===== src/rtl/timer_mode_ctrl.sv =====
// timer_mode_ctrl: key debounce, tick divider and idle/up/down/pause/done mode FSM
// for the 60 s stopwatch/countdown datapath.
module timer_mode_ctrl #(
   parameter int CLK_HZ     = 50_000_000,
   parameter int DEB_CYCLES = 1_000_000
) (
   input  logic       clk_50M,
   input  logic       rst_n,
   input  logic       key0,
   input  logic       key1,
   input  logic       key2,
   input  logic       key4,
   input  logic       key5,
   input  logic       key6,
   input  logic       cnt_zero,
   input  logic       cnt_max,
   output logic       clr,
   output logic       load,
   output logic       tick,
   output logic       dir_up,
   output logic       prec,
   output logic       fast,
   output logic       led,
   output logic [2:0] state
);
   localparam logic [2:0] IDLE = 3'd0, RUN_UP = 3'd1, RUN_DN = 3'd2, PAUSE = 3'd3, DONE = 3'd4;
   localparam int DW = $clog2(DEB_CYCLES + 1);
   localparam int VW = $clog2(CLK_HZ);
   localparam logic [DW-1:0] DEB_LAST = DW'(DEB_CYCLES - 1);
   localparam logic [VW-1:0] P1 = VW'(CLK_HZ - 1);
   localparam logic [VW-1:0] P2 = VW'(CLK_HZ / 2 - 1);
   localparam logic [VW-1:0] P10 = VW'(CLK_HZ / 10 - 1);
   localparam logic [VW-1:0] P20 = VW'(CLK_HZ / 20 - 1);
   logic [5:0]    raw, s1_q, s2_q, lvl_q, ev_q;
   logic [DW-1:0] deb_q [6];
   logic [2:0]    state_q, state_d, sav_q, sav_d;
   logic [VW-1:0] div_q, div_d, per_m1;
   logic          first_q, first_d, clr_q, clr_d, load_q, load_d, tick_q, tick_d;
   logic          dir_q, dir_d, prec_q, fast_q, run, last;

   // bit order: key0, key1, key2, key4, key5, key6
   assign raw = {key6, key5, key4, key2, key1, key0};

   // lvl_q is the accepted level; ev_q pulses once on an accepted press
   always_ff @(posedge clk_50M or negedge rst_n)
      if (!rst_n) begin
         s1_q <= '1;
         s2_q <= '1;
         lvl_q <= '1;
         ev_q <= '0;
         for (int i = 0; i < 6; i++) deb_q[i] <= '0;
      end else begin
         s1_q <= raw;
         s2_q <= s1_q;
         for (int i = 0; i < 6; i++) begin
            ev_q[i] <= 1'b0;
            if (s2_q[i] == lvl_q[i]) deb_q[i] <= '0;
            else if (deb_q[i] == DEB_LAST) begin
               deb_q[i] <= '0;
               lvl_q[i] <= s2_q[i];
               ev_q[i] <= ~s2_q[i];
            end else deb_q[i] <= deb_q[i] + 1'b1;
         end
      end

   always_comb begin
      per_m1 = prec_q ? (fast_q ? P20 : P10) : (fast_q ? P2 : P1);
      run = state_q == RUN_UP || state_q == RUN_DN;
      last = div_q == per_m1;
      state_d = state_q;
      sav_d = sav_q;
      dir_d = dir_q;
      clr_d = 1'b0;
      load_d = 1'b0;
      tick_d = 1'b0;
      first_d = 1'b0;
      div_d = run ? (last ? '0 : div_q + 1'b1) : div_q;
      if (ev_q[2]) state_d = IDLE;
      else if (ev_q[0]) begin
         state_d = RUN_UP;
         dir_d = 1'b1;
         clr_d = 1'b1;
         div_d = '0;
      end else if (ev_q[1]) begin
         state_d = RUN_DN;
         dir_d = 1'b0;
         load_d = 1'b1;
         div_d = '0;
         first_d = 1'b1;
      end else if (ev_q[3] && run) begin
         state_d = PAUSE;
         sav_d = state_q;
      end else if (ev_q[3] && state_q == PAUSE) state_d = sav_q;
      else if (state_q == RUN_UP && last && cnt_max) state_d = DONE;
      // first_q masks the stale cnt_zero seen in the cycle the load is applied
      else if (state_q == RUN_DN && !first_q && cnt_zero) state_d = DONE;
      else tick_d = run && last;
      if (ev_q[4] || ev_q[5]) div_d = '0;
   end

   always_ff @(posedge clk_50M or negedge rst_n)
      if (!rst_n) begin
         state_q <= IDLE;
         sav_q <= RUN_UP;
         div_q <= '0;
         first_q <= 1'b0;
         clr_q <= 1'b0;
         load_q <= 1'b0;
         tick_q <= 1'b0;
         dir_q <= 1'b1;
         prec_q <= 1'b0;
         fast_q <= 1'b0;
      end else begin
         state_q <= state_d;
         sav_q <= sav_d;
         div_q <= div_d;
         first_q <= first_d;
         clr_q <= clr_d;
         load_q <= load_d;
         tick_q <= tick_d;
         dir_q <= dir_d;
         prec_q <= prec_q ^ ev_q[5];
         fast_q <= fast_q ^ ev_q[4];
      end

   assign clr = clr_q;
   assign load = load_q;
   assign tick = tick_q;
   assign dir_up = dir_q;
   assign prec = prec_q;
   assign fast = fast_q;
   assign led = state_q == DONE;
   assign state = state_q;
endmodule


===== config.mk =====
export PLATFORM = sky130hd
export DESIGN_NAME = timer_mode_ctrl
export DESIGN_NICKNAME = d
export VERILOG_FILES = /design/src/rtl/timer_mode_ctrl.sv
export SDC_FILE = /design/constraint.sdc
export NUM_CORES = 1
export LEC_CHECK = 0
export BUFFER_PORTS_ARGS = -buffer_cell sky130_fd_sc_hd__buf_2
export CAP_MARGIN = 20
export CORE_ASPECT_RATIO = 1.4
export CORE_MARGIN = 8
export CORE_UTILIZATION = 55
export DETAILED_ROUTE_END_ITERATION = 7
export HOLD_SLACK_MARGIN = 0.08
export PLACE_DENSITY_LB_ADDON = 0.1
export SLEW_MARGIN = 20
export SYNTH_ARGS = -nofsm -noshare
export SYNTH_HDL_FRONTEND = slang
export SYNTH_SLANG_ARGS = --single-unit

===== constraint.sdc =====
create_clock -name clk_50M -period 2.01 [get_ports clk_50M]
set_clock_uncertainty 0.1 [all_clocks]
set_input_delay 0.402 -clock clk_50M [delete_from_list [all_inputs] [get_ports clk_50M]]
set_output_delay 0.402 -clock clk_50M [all_outputs]
set_load 0.005 [all_outputs]

# Yosys cells after proc, flatten, opt, wreduce, memory -nomap -nowiden
# Index checks and enable logic that the tools add are counted.
op_classes:
  mul: 0
  div_mod_pow: 0
  eq_ne: 17
  n_addsub: 7
  shifts: 0
  bitwise_logic: 17
  mux: 54
  magnitude_cmp: 0
  n_reduce_logical: 20
op_table:
  columns: ["op", "count"]
  rows:
  - ["20-bit 2-to-1 mux", 12]
  - ["26-bit 2-to-1 mux", 8]
  - ["20-bit by 1-bit adder with 20-bit output, second input constant", 6]
  - ["20-bit equality test, second input constant", 6]
  - ["26-bit by 1-bit adder with 26-bit output, second input constant", 1]
  - ["26-bit equality test", 1]
  - ["1-bit 2-to-1 mux", 26]
  - ["23-bit 2-to-1 mux", 1]
  - ["3-bit 2-to-1 mux", 7]
  - ["1-bit inverter", 15]
  - ["2-bit AND reduction", 7]
  - ["1-bit logical AND", 7]
  - ["7-bit nonzero test", 1]
  - ["1-bit equality test", 6]
  - ["3-bit by 2-bit equality test with 1-bit output, second input constant", 2]
  - ["4-bit AND reduction", 1]
  - ["3-bit by 1-bit equality test with 1-bit output, second input constant", 1]
  - ["3-bit equality test, second input constant", 1]
  - ["1-bit logical OR", 2]
  - ["2-bit nonzero test", 1]
  - ["1-bit bitwise XOR", 2]
  - ["1-bit zero test", 1]
totals:
  ramBits: 0
  word_cells: 139
  ff_bits: 182
  out_inout_bits: 10
  mem_bits_ro: 0
  n_memories: 0
  in_bits: 10
  latchBits: 0

# Depth between registers and ports, before layout
# Gate-level depths: netlist (run 1).
logic_depth:
  ltp_word: 11
  depth_mapped: 8
  ltp_nobuf: 7

# Least setup slack after synthesis (run 1)
# Ideal clock, no wire load.
synth_path:
  kind: "reg2reg"
  startpoint: "reg prec_q (netlist: prec)"
  endpoint: "reg div_q[7]"
  stages_incl_launch_ff: 9
  period_less_slack_ns: 2.223
  path_slack_ns: -0.213
  required_ns: 1.791
  path_buffers: 1
  setup_time_ns: 0.119
  arrival_ns: 2.004
  path_cell_list: "dfrtp_1 inv_1 ha_1 or3_1 a221o_1 nor3_2 a31o_4 buf_6 nor2_1"
synth_via:
  elab_chain_len: 8
synth_lines:
  columns: ["element", "line_no", "source"]
  rows:
  - ["start, declared", "39", "logic dir_q, dir_d, prec_q, fast_q, run, last;"]
  - ["start signal, assigned", "122", "prec_q <= prec_q ^ ev_q[5];"]
  - ["26-bit 2-to-1 mux *", "67", "per_m1 = prec_q ? (fast_q ? P20 : P10) : (fast_q ? P2 : P1);"]
  - ["26-bit equality test *", "69", "last = div_q == per_m1;"]
  - ["26-bit 2-to-1 mux * (2 in a row)", "77", "div_d = run ? (last ? '0 : div_q + 1'b1) : div_q;"]
  - ["26-bit 2-to-1 mux", "84", "end else if (ev_q[1]) begin"]
  - ["26-bit 2-to-1 mux", "79", "else if (ev_q[0]) begin"]
  - ["26-bit 2-to-1 mux *", "78", "if (ev_q[2]) state_d = IDLE;"]
  - ["26-bit 2-to-1 mux *", "98", "if (ev_q[4] || ev_q[5]) div_d = '0;"]
  - ["net div_d[7]", "37", "logic [VW-1:0] div_q, div_d, per_m1;"]
  - ["end signal, assigned", "116", "div_q <= div_d;"]
  - ["end, declared", "37", null]
# Mark *: on every way through the listed nets, which the timed path passes. The rest lies on a longest branch.
# A chain may end at the register's enable or synchronous reset.

# Worst setup path in the final report (run 1)
layout_path:
  startpoint: "reg prec_q (netlist: prec)"
  endpoint: "reg div_q[3]"
# Same word-level chain as after synthesis.

==> summary.txt, run 1 <==
RUN STATUS
--------------------------------------------------------------------------------
Status ............................................................ finished, violations left
Violated checks ................................................... setup timing

FINAL LAYOUT
--------------------------------------------------------------------------------
Area of the multi-input gates .....................................  0.00409 mm²
Syn-to-layout area delta ..........................................        18.9%
Filler cells ......................................................        1,212
Share of post-route cells with drive strength above 1 .............        18.8%
NumNets Final .....................................................          967
Final core utilization ............................................        66.4%
Final Cell Area ...................................................   0.0103 mm²
Flip-flop and latch area ..........................................  0.00458 mm²
Ant. Diodes .......................................................            0

CRITICAL PATH
--------------------------------------------------------------------------------
Worst Path Max Fanout .............................................            6
Crit path arrival time ............................................      2.47 ns
Kind of start point of the critical path ..........................         flop
Worst R2R Path Depth ..............................................            7
Endpoint type of the worst setup path .............................         flop
Type of the setup path with the least slack .......................      reg2reg
Chain of cells forming the critical path .......................... inv_2 > ha_4 > or3_1 > a221o_1 > nor3_4 > a31o_2 > nor2_1
Largest incremental delay on the critical path ....................      0.42 ns
Critical path data required time ..................................      2.22 ns
Critical path's slowest cell ......................................      dfrtp_1

STA
--------------------------------------------------------------------------------
Least-Margin Pin Slew .............................................     0.774 ns
Setup repair after global routing missed its margin ...............         true
Period utilization ................................................         112%
Final worst path period need ......................................      2.25 ns
Number of slew-limit violations in the final report ...............            0
Final worst setup slack ...........................................    -0.244 ns
F_max .............................................................      444 MHz
Setup tns final ...................................................     -5.69 ns
Final setup violation count .......................................           27
Slew headroom .....................................................        47.8%
Final Hold Vio Count ..............................................            0

YOSYS
--------------------------------------------------------------------------------
Leading cell types by total area after synthesis .................. dfrtp_1 47%, xor2_1 8.5%, nor2_1 7.7%
Sequential share of the synthesized area ..........................        52.8%
Post-synth cell types .............................................           54
Number of flops mapped to enable cells by yosys ...................            0
Count of warnings emitted by yosys ................................            0
Synthesized Nets ..................................................          876
Synth Area in Simple Gates ........................................        26.1%
Top flip-flop cell by instance count after synthesis ..............      dfrtp_1
Post-synthesis xor/xnor area fraction .............................        14.4%
Multiplexer fraction of the synthesized cell area .................        1.15%
Combinational family with the most area after synthesis ........... simple AND/OR/NAND/NOR gates
Synth Area in Adders ..............................................        1.59%
Post-synthesis average cell area ..................................     10.1 µm²
Area of the mapped netlist ........................................  0.00867 mm²
Cells after synthesis .............................................          855
#FFs+latches synth ................................................          182
Dominant cell type by area after synthesis ........................      dfrtp_1
Share of the synthesized area in the top cell type ................        46.7%
Fraction of the mapped netlist area in compound gates .............        1.95%
Share of synthesized flip-flops with an asynchronous set or reset .         100%

GLOBAL ROUTE
--------------------------------------------------------------------------------
Tot GR Track Use ..................................................        18.4%
Antenna violations before repair ..................................            1
Total gr overflow .................................................            0
Number of global-route vias before repair .........................        6,567
Pin count of the biggest net entering global routing ..............           38
Global-route wire length before repair ............................    30,000 µm

ROUTE
--------------------------------------------------------------------------------
Number of iterations in the first detailed-routing pass ...........            4
Remaining design rule violation count .............................            0
Post-detailed-route wirelength per cell ...........................      14.8 µm
WL final ..........................................................    17,100 µm
Vias ..............................................................        6,312
Post-route ant nets ...............................................            0
Iteration-0 DRC Markers ...........................................          355
Via count normalized by instance count ............................         5.46

FLOORPLAN
--------------------------------------------------------------------------------
Num rows ..........................................................           54
Area enclosed by the die boundary .................................   0.0201 mm²
Chip Width ........................................................       122 µm
Boundary pin count ................................................           20
Vertical die dimension ............................................       165 µm
Core area .........................................................   0.0155 mm²
Starting density of the core ......................................        55.8%

POWER
--------------------------------------------------------------------------------
Pwr dens ..........................................................   723 mW/mm²
Worst ir drop on vdd ..............................................     0.460 mV
Static Leak .......................................................      4.58 nW

PLACED DESIGN
--------------------------------------------------------------------------------
Instance area after placement .....................................  0.00942 mm²
Routability congestion estimate ...................................        0.886
Count of buffers inserted at the top-level ports ..................           19
Detailed placement HPWL ...........................................    11,600 µm

CLOCK TREE
--------------------------------------------------------------------------------
Clock root buffer .................................................    clkbuf_16
Clock slew at reported path FFs ...................................      0.07 ns
Clock latency on the worst-skew pair ..............................      0.43 ns
Maximum number of buffers from clock root to sink .................            2
TritonCTS clock tree ..............................................          yes
Count of clock tree sinks .........................................          182
Clock H-tree levels ...............................................            4
Num CTS Buffers ...................................................           17

RUN
--------------------------------------------------------------------------------
Max-cap violations ................................................            0

HOLD PATH
--------------------------------------------------------------------------------
Worst hold path depth .............................................            0
Path type of the worst min-delay path .............................      reg2reg

==> path summary, 6_finish.rpt <==
check                             startpoint                   to  slack, ns
max                           prec$_DFF_PN0_   div_q[3]$_DFF_PN0_      -0.24
min                        s1_q[2]$_DFF_PN1_    s2_q[2]$_DFF_PN1_       0.26
max reg2reg                   prec$_DFF_PN0_   div_q[3]$_DFF_PN0_      -0.24
min reg2reg                s1_q[2]$_DFF_PN1_    s2_q[2]$_DFF_PN1_       0.26
max in group asynchronous              rst_n    s2_q[4]$_DFF_PN1_       0.81
min in group asynchronous              rst_n  deb_q[38]$_DFF_PN0_       0.34
==> registers in the layout (all words and copies together), names as in the netlist <==
register / flops
clr: 1
deb_q: 120
dir_up: 1
div_q: 26
ev_q: 6
fast: 1
load: 1
lvl_q: 6
prec: 1
s1_q: 6
s2_q: 6
sav_q: 3
state: 3
tick: 1
==> placed cells by master (no fill, tap or decap), drive strengths merged, types with 4 or more instances in the layout <==
cell type	Yosys	routed
nor2b	6	6
and4	7	7
or3	4	4
nand3	61	61
o21ai	4	4
and3	22	22
nor2	177	177
inv	18	22
a21oi	5	5
dlygate4sd3	0	7
buf	13	80
xor2	84	84
nand3b	4	4
nor4b	5	5
or2	6	6
nand2	57	57
nor3	24	24
and2	6	6
dfstp	20	20
clkinv	0	5
nor4	19	19
nor3b	9	9
nand4	34	34
dfrtp	162	162
clkbuf	4	19
xnor2	58	58
mux2	8	8
ha	11	11
==> timing repair <==
action,in CTS,in global routing
gates cloned,2,0
resized for setup,20,10
pin swaps,8,9
endpoints found under the setup margin,27,92
hold endpoints to repair,34,0
hold buffers,7,0
setup buffers,5,2
==> cells in the mapped netlist, types with 3 or more instances <==
cell,instances
nor2_1,177
dfrtp_1,162
xor2_1,84
nand3_1,61
nand2_1,57
xnor2_1,57
nand4_1,34
nor3_1,23
and3_1,22
dfstp_2,20
inv_1,18
nor4_1,17
ha_1,11
nor3b_1,9
mux2_2,8
and4_1,7
and2_1,6
buf_2,6
nor2b_1,6
a21oi_1,5
nor4b_1,5
or2_2,5
clkbuf_1,4
nand3b_1,4
o21ai_0,4
or3_1,4
buf_4,3
buf_6,3
nand2b_1,3
nand4b_1,3
==> worst max-delay path, delay by kind of cell, from the launching register on <==
kind,cells,cell delay (ns)
compound gates,2,0.72
fa+ha+maj,1,0.17
buf+inv,1,0.10
flops,1,0.42
simple gates,3,0.63
==> through the flow <==
step                cells  hold WS, ns  worst slack, ns  power [W]
floorplan             855      0.00641          -0.0610    0.00391
global route         1155        0.261           -0.300    0.00772
finish               1155        0.256           -0.244    0.00745
CTS                  1153        0.206           -0.173    0.00754
global placement     1107        0.234           -0.110    0.00404
detailed placement   1107        0.240           -0.220    0.00406
==> cell families after synthesis <==
| logic type | Yosys count |
|---|---|
| AOI/OAI and AO/OA | 22 |
| xor gates and xnor gates | 142 |
| adders and majority gates | 11 |
| buffers and inverters | 35 |
| DFF | 182 |
| muxes | 9 |
| and+or+nand+nor | 454 |
==> routing by layer <==
| metal | routed length [µm] | vias to the layer above | global-route usage [%] | part of all wire [%] |
|---|---|---|---|---|
| met5 | 12 | - | 0 | 0.070 |
| met4 | 275 | 2 | 8.50 | 1.6 |
| met3 | 546 | 24 | 3.46 | 3.2 |
| met2 | 8770 | 99 | 31.3 | 51 |
| met1 | 7510 | 3102 | 22.0 | 44 |
| li1 | - | 3085 | - | - |
==> where the power goes <==
group | internal, W | switching [W]
Clock | 0.00201 | 0.00145
Sequential | 0.00371 | 0.0000373
Combinational | 0.0000928 | 0.000150
Total | 0.00582 | 0.00163
==> layout make-up <==
| type | instances | share of cell area [%] |
|---|---|---|
| clock inverters | 13 | 1.66 |
| inverters | 18 | 0.655 |
| multi-input cells | 640 | 39.7 |
| clock buffers | 19 | 4.30 |
| well taps | 196 | 2.38 |
| flip-flops and latches | 182 | 44.4 |
| repair buffers | 87 | 6.90 |
Note: power is estimated with default switching activity, not from simulation.
==> run 2: changes to the inputs <==
CELL_PAD_IN_SITES_DETAIL_PLACEMENT = 1   (was not set)
CELL_PAD_IN_SITES_GLOBAL_PLACEMENT = 2   (was not set)
CORE_UTILIZATION = 37   (was 55)
==> run 2 against run 1 <==
The flow still finishes with violations (setup timing). Utilization fell by 20 points. First-iteration DRC count fell by 30%. Die area rose by 43%. Routed wire length rose by 19%. Fmax rose by 4.3%. Hold slack got worse by 0.034 ns. Non-clock buffer count rose by 13. Power fell by 0.81%.
==> summary.txt, run 2 (synthesis results as in run 1) <==
CRITICAL PATH
----------------------------------------------------------------------------------
Minimum setup slack among reg-to-reg paths ..........................     -0.15 ns
Buffer and inverter count on the worst path .........................            2
Crit path arrival time ..............................................      2.40 ns
Largest incremental delay on the critical path ......................      0.44 ns
Kind of cell adding the most delay to the critical path ............. compound AO/OA/AOI/OAI gates
Launch point of the worst reg-to-reg path ........................... prec$_DFF_PN0_
Worst Path Max Fanout ...............................................            4
Chain of cells forming the critical path ............................ buf_6 > ha_4 > mux2i_2 > o221ai_2 > a2111oi_4 > buf_4 > nand2_1 > nor4_1
Reg-to-Reg End ...................................................... tick$_DFF_PN0_
Type of the setup path with the least slack .........................      reg2reg
Endpoint type of the worst setup path ...............................         flop
Critical path's slowest cell ........................................      dfrtp_2
Kind of start point of the critical path ............................         flop
Worst R2R Path Depth ................................................            8
Critical path data required time ....................................      2.25 ns

CLOCK TREE
----------------------------------------------------------------------------------
Clock root buffer ...................................................    clkbuf_16
TritonCTS clock tree ................................................          yes
Num CTS Buffers .....................................................           17
Count of clock tree sinks ...........................................          182
Maximum number of buffers from clock root to sink ...................            2
Clock latency on the worst-skew pair ................................      0.44 ns
Clock H-tree levels .................................................            4
Clock slew at reported path FFs .....................................      0.08 ns

POWER
----------------------------------------------------------------------------------
Switching share of power ............................................        24.3%
Pwr dens ............................................................   691 mW/mm²
Flop pwr share ......................................................        50.7%
Worst ir drop on vdd ................................................     0.563 mV
Part of the total power dissipated in the clock network .............        45.2%
Internal power summed over all cells ................................    0.00559 W
Static Leak .........................................................      4.65 nW
Net switching power figure ..........................................    0.00180 W
Fraction of power consumed by combinational cells ...................         4.0%
Total power after layout ............................................    0.00739 W

HOLD PATH
----------------------------------------------------------------------------------
Worst hold path depth ...............................................            4
Path type of the worst min-delay path ...............................       in2reg
End point of the most critical hold path ............................ tick$_DFF_PN0_
Start point of the worst hold path ..................................      cnt_max

ROUTE
----------------------------------------------------------------------------------
Iteration-0 DRC Markers .............................................          247
Post-route ant nets .................................................            0
WL final ............................................................    20,300 µm
Remaining design rule violation count ...............................            0
Vias ................................................................        6,439
Post-detailed-route wirelength per cell .............................      15.9 µm
Via count normalized by instance count ..............................         5.05
Number of iterations in the first detailed-routing pass .............            5

GLOBAL ROUTE
----------------------------------------------------------------------------------
Antenna violations before repair ....................................            0
Global-route wire length before repair ..............................    35,000 µm
Number of global-route vias before repair ...........................        7,165
Tot GR Track Use ....................................................        14.9%
Pin count of the biggest net entering global routing ................           47
Total gr overflow ...................................................            0

RUN STATUS
----------------------------------------------------------------------------------
Violated checks ..................................................... setup timing
Status .............................................................. finished, violations left

STA
----------------------------------------------------------------------------------
Period utilization ..................................................         107%
Worst Hold Margin ...................................................     0.222 ns
Final worst setup slack .............................................    -0.151 ns
Setup repair after global routing missed its margin .................         true
Slew headroom .......................................................        65.4%
Least-Margin Pin Slew ...............................................     0.514 ns
Number of slew-limit violations in the final report .................            0
F_max ...............................................................      463 MHz
Final Hold Vio Count ................................................            0
Final worst path period need ........................................      2.16 ns
Final setup violation count .........................................           32

FINAL LAYOUT
----------------------------------------------------------------------------------
Ant. Diodes .........................................................            0
Share of post-route cells with drive strength above 1 ...............        21.5%
Final core utilization ..............................................        46.3%
NumNets Final .......................................................          978
Final Non-Filler Cells ..............................................        1,276
Area of the multi-input gates .......................................  0.00418 mm²
Most common cell after layout, fill and taps aside ..................       nor2_1
Top register by number of flip-flops ................................        deb_q
Top flop regs ....................................................... deb_q: 120 flops, div_q: 26 flops
Flip-flop and latch area ............................................  0.00458 mm²
Final Cell Area .....................................................   0.0107 mm²
Flip-flop count of the largest register, all copies and words added .          120
Commonest non-fill, non-tap cells in the layout ..................... 161 x nor2_1, 159 x dfrtp_1, 84 x xor2_1, 60 x nand3_1, 60 x buf_4
Filler cells ........................................................        2,559
Syn-to-layout area delta ............................................        23.4%

FLOORPLAN
----------------------------------------------------------------------------------
Num rows ............................................................           66
Area enclosed by the die boundary ...................................   0.0287 mm²
Chip Width ..........................................................       145 µm
Core area ...........................................................   0.0231 mm²
Starting density of the core ........................................        37.5%
Vertical die dimension ..............................................       197 µm
Boundary pin count ..................................................           20

PLACED DESIGN
----------------------------------------------------------------------------------
Detailed placement HPWL .............................................    14,500 µm
Count of buffers inserted at the top-level ports ....................           19
Post-placement cell count ...........................................        1,228
Instance area after placement .......................................  0.00968 mm²
Routability congestion estimate .....................................        0.762

RUN
----------------------------------------------------------------------------------
Max-cap violations ..................................................            0

## run 2: routing by layer
metal	vias up	GRT usage (%)	share of wire [%]
met5	-	0	0
met3	29	2.66	1.8
met1	3257	17.3	44
met2	59	27.0	52
met4	0	5.61	2.1
li1	3094	-	-
## run 2: stage by stage
step	setup slack, ns	TNS (ns)
after floorplan	-0.0610	-1.21
after global placement	-0.0804	-2.82
after detailed placement	-0.181	-6.08
after CTS	-0.147	-3.47
after global routing	-0.231	-6.12
final	-0.151	-2.87
## run 2: how the worst max path moves through the flow
stage	start	end	slack, ns	cells after the start
6_report	prec$_DFF_PN0_	tick$_DFF_PN0_	-0.15	8
5_1_grt	prec$_DFF_PN0_	tick$_DFF_PN0_	-0.23	8
4_1_cts	prec$_DFF_PN0_	div_q[19]$_DFF_PN0_	-0.15	8
3_5_place_dp	prec$_DFF_PN0_	tick$_DFF_PN0_	-0.18	8
3_3_place_gp	fast$_DFF_PN0_	div_q[23]$_DFF_PN0_	-0.08	8
2_1_floorplan	prec$_DFF_PN0_	div_q[7]$_DFF_PN0_	-0.06	8
## run 2: power by group through the flow
stage | sequential [W] | clock, W | combinational (W)
6_report | 0.00375 | 0.00334 | 0.000299
5_1_grt | 0.00375 | 0.00360 | 0.000343
4_1_cts | 0.00375 | 0.00349 | 0.000277
3_5_place_dp | 0.00382 | 0 | 0.000261
3_3_place_gp | 0.00381 | 0 | 0.000249
2_1_floorplan | 0.00381 | 0 | 0.0000934
## run 2: worst register-to-register path: cells and delay by family (launching register included)
family          cells  cell delay (ns)
fa+ha+maj           1             0.16
flops               1             0.44
simple gates        2             0.32
compound gates      2             0.52
buf+inv             2             0.31
mux                 1             0.19
## run 2: timing repair
action                                  4_1_cts  5_1_grt
resized for setup                             9       51
pin swaps                                     1       23
setup buffers                                 2        3
hold endpoints to repair                     43        0
hold buffers                                  7        0
endpoints found under the setup margin       66       84
gates cloned                                  0        4
## run 2: cell type report
class                      instances  share of cell area (%)
sequential                       182                    42.8
multi-input combinational        638                    39.1
timing repair buffer             100                    8.43
clock buffer                      17                    3.98
tap                              306                    3.58
clock inverter                    15                    1.46
inverter                          18                   0.632
==> run 3: changes to the inputs <==
ABC_AREA = 1   (was not set)
CORE_UTILIZATION = 34   (was 37)
CTS_CLUSTER_DIAMETER = 30   (was not set)
SETUP_SLACK_MARGIN = 0.4   (was not set)
==> run 3 against run 2 <==
Clock-buffer cell count is 5 higher. Power increased by 3.9%. The run still ends with setup timing left. Highest routed layer unchanged. Critical path depth increased by 2.
==> summary.txt, run 3 <==
STA
----------------------------------------------------------------------------------
Period utilization ..................................................         101%
Final worst setup slack .............................................   -0.0294 ns
Setup tns final .....................................................    -0.278 ns
Final Hold Vio Count ................................................            0
Number of slew-limit violations in the final report .................            0
Least-Margin Pin Slew ...............................................     0.731 ns
Final setup violation count .........................................           22
Setup repair after global routing missed its margin .................         true
F_max ...............................................................      490 MHz
Final worst path period need ........................................      2.04 ns
Slew headroom .......................................................        51.2%

YOSYS
----------------------------------------------------------------------------------
Synthesized Nets ....................................................        1,332
Post-synthesis average cell area ....................................     7.53 µm²
Share of the synthesized area in the top cell type ..................        41.1%
Post-synth cell types ...............................................           43
Post-synth top cells ................................................ 271 x nand2_1, 252 x nor2_1, 185 x inv_1
Cells after synthesis ...............................................        1,311
Count of warnings emitted by yosys ..................................            0
Leading cell types by total area after synthesis .................... dfrtp_1 41%, nand2_1 10%, nor2_1 9.6%
#FFs+latches synth ..................................................          182
Sequential share of the synthesized area ............................        46.4%
Number of flops mapped to enable cells by yosys .....................            0
Most instantiated library cell after synthesis ......................      nand2_1
Top flip-flop cell by instance count after synthesis ................      dfrtp_1
Area of the mapped netlist ..........................................  0.00987 mm²
Share of synthesized flip-flops with an asynchronous set or reset ...         100%
Dominant cell type by area after synthesis ..........................      dfrtp_1

CRITICAL PATH
----------------------------------------------------------------------------------
Endpoint type of the worst setup path ...............................         flop
Start point of the critical path .................................... prec$_DFF_PN0_
Critical path data required time ....................................      2.25 ns
Worst R2R Path Depth ................................................           10
Launch point of the worst reg-to-reg path ........................... prec$_DFF_PN0_
Crit path arrival time ..............................................      2.28 ns
Worst Path Max Fanout ...............................................            7
Minimum setup slack among reg-to-reg paths ..........................     -0.03 ns
Reg-to-Reg End ...................................................... div_q[15]$_DFF_PN0_
Critical Path Sink .................................................. div_q[15]$_DFF_PN0_
Kind of start point of the critical path ............................         flop
Type of the setup path with the least slack .........................      reg2reg

PLACED DESIGN
----------------------------------------------------------------------------------
Routability congestion estimate .....................................        0.824
Count of buffers inserted at the top-level ports ....................           19
Detailed placement HPWL .............................................    21,400 µm
Post-placement cell count ...........................................        1,762

CLOCK TREE
----------------------------------------------------------------------------------
Maximum number of buffers from clock root to sink ...................            2
Count of clock tree sinks ...........................................          182
Num CTS Buffers .....................................................           17
Clock H-tree levels .................................................            4
Clock root buffer ...................................................    clkbuf_16
Clock latency on the worst-skew pair ................................      0.46 ns
Clock slew at reported path FFs .....................................      0.07 ns
TritonCTS clock tree ................................................          yes

FINAL LAYOUT
----------------------------------------------------------------------------------
Final core utilization ..............................................        49.1%
Top flop regs ....................................................... deb_q: 120 flops, div_q: 26 flops
Most common cell after layout, fill and taps aside ..................      nand2_1
Syn-to-layout area delta ............................................        43.6%
Commonest non-fill, non-tap cells in the layout ..................... 225 x nand2_1, 169 x nor2_1, 153 x inv_1, 146 x dfrtp_1, 118 x buf_4
Flip-flop count of the largest register, all copies and words added .          120
Filler cells ........................................................        3,457
Final Non-Filler Cells ..............................................        1,896
NumNets Final .......................................................        1,524
Share of post-route cells with drive strength above 1 ...............        36.3%
Top register by number of flip-flops ................................        deb_q
Ant. Diodes .........................................................            0

FLOORPLAN
----------------------------------------------------------------------------------
Boundary pin count ..................................................           20
Chip Width ..........................................................       160 µm
Area enclosed by the die boundary ...................................   0.0348 mm²
Num rows ............................................................           74
Core area ...........................................................   0.0289 mm²
Vertical die dimension ..............................................       218 µm
Starting density of the core ........................................        34.2%

GLOBAL ROUTE
----------------------------------------------------------------------------------
Pin count of the biggest net entering global routing ................           60
Tot GR Track Use ....................................................        18.0%
Total gr overflow ...................................................            0
Global-route wire length before repair ..............................    50,600 µm
Number of global-route vias before repair ...........................       10,036
Antenna violations before repair ....................................            0

POWER
----------------------------------------------------------------------------------
Static Leak .........................................................      6.21 nW
Part of the total power dissipated in the clock network .............        45.5%
Switching share of power ............................................        24.1%
Fraction of power consumed by combinational cells ...................         5.4%
Flop pwr share ......................................................        49.0%
Internal power summed over all cells ................................    0.00583 W
Pwr dens ............................................................   542 mW/mm²
Net switching power figure ..........................................    0.00185 W
Worst ir drop on vdd ................................................     0.554 mV

RUN STATUS
----------------------------------------------------------------------------------
Status .............................................................. finished, violations left
Violated checks ..................................................... setup timing

ROUTE
----------------------------------------------------------------------------------
Vias ................................................................        9,243
Post-route ant nets .................................................            0
Remaining design rule violation count ...............................            0
Iteration-0 DRC Markers .............................................          227
Number of iterations in the first detailed-routing pass .............            4
WL final ............................................................    31,100 µm
Via count normalized by instance count ..............................         4.88
Post-detailed-route wirelength per cell .............................      16.4 µm

HOLD PATH
----------------------------------------------------------------------------------
Path type of the worst min-delay path ...............................      reg2reg

RUN
----------------------------------------------------------------------------------
Max-cap violations ..................................................            0

==> run 3: worst min path at each step <==
stage	to	startpoint	cells past startpoint	slack, ns
floorplan	clr$_DFF_PN0_	rst_n	0	0.006
global placement	deb_q[69]$_DFF_PN0_	rst_n	1	0.24
detailed placement	deb_q[69]$_DFF_PN0_	rst_n	1	0.23
CTS	s2_q[5]$_DFF_PN1_	s1_q[5]$_DFF_PN1_	0	0.26
global route	s2_q[5]$_DFF_PN1_	s1_q[5]$_DFF_PN1_	0	0.26
finish	s2_q[3]$_DFF_PN1_	s1_q[3]$_DFF_PN1_	0	0.26
==> run 3: layer usage <==
| layer | GRT usage, % | vias to the layer above | wire [µm] |
|---|---|---|---|
| li1 | - | 4550 | - |
| met1 | 19.7 | 4582 | 12600 |
| met2 | 34.2 | 64 | 17000 |
| met3 | 2.74 | 47 | 499 |
| met4 | 7.25 | 0 | 922 |
| met5 | 0 | - | 0 |
==> run 3: what timing repair did <==
action | 4_1_cts | 5_1_grt
hold buffers | 7 | 0
resized for setup | 269 | 213
endpoints found under the hold margin | 50 | 0
pin swaps | 85 | 81
setup endpoints to repair | 145 | 155
setup buffers | 53 | 36
gates cloned | 5 | 1
==> run 3: worst max-delay path: stages (launching register included) <==
cell      delay, ns
dfrtp_2        0.47
clkinv_4       0.10
ha_4           0.26
nand2_4        0.08
nand2_2        0.05
nor2_2         0.14
nand4_1        0.17
nor2_4         0.21
nand2_8        0.13
nand2_8        0.15
nor2_1         0.05
==> run 3: final cells by class <==
type,count,area [µm²],share of cell area (%)
Timing Repair Buffer,181,1580,11.2
Multi-Input combinational cell,932,6150,43.4
Sequential cell,182,4600,32.5
Clock inverter,10,118,0.830
Tap cell,380,475,3.35
Inverter,189,768,5.42
Clock buffer,22,474,3.35
==> run 3: metrics by stage <==
step	hold slack, ns	worst slack, ns	total power, W	instance area [µm²]
6_report	0.257	-0.0294	0.00768	14200
5_1_grt	0.259	-0.144	0.00798	14200
4_1_cts	0.258	-0.00805	0.00774	13100
3_5_place_dp	0.235	-0.258	0.00407	10900
3_3_place_gp	0.236	-0.159	0.00407	10900
2_1_floorplan	0.00641	0.173	0.00390	9930
==> run 3: kinds of logic after synthesis <==
logic type	after synthesis	share of synthesized area, %
AO/OA/AOI/OAI	88	4.70
XOR/XNOR	61	5.41
adder cells (fa/ha/maj)	11	1.39
buffers and inverters	201	8.06
flip-flops	182	46.4
multiplexers	1	0.101
AND/OR/NAND/NOR	767	33.9
==> run 3: power groups by stage <==
stage	logic [W]	clock network, W	registers (W)
final	0.000418	0.00350	0.00377
after global routing	0.000469	0.00374	0.00377
after CTS	0.000362	0.00362	0.00376
after detailed placement	0.000257	0	0.00381
after global placement	0.000253	0	0.00381
after floorplan	0.0000969	0	0.00381
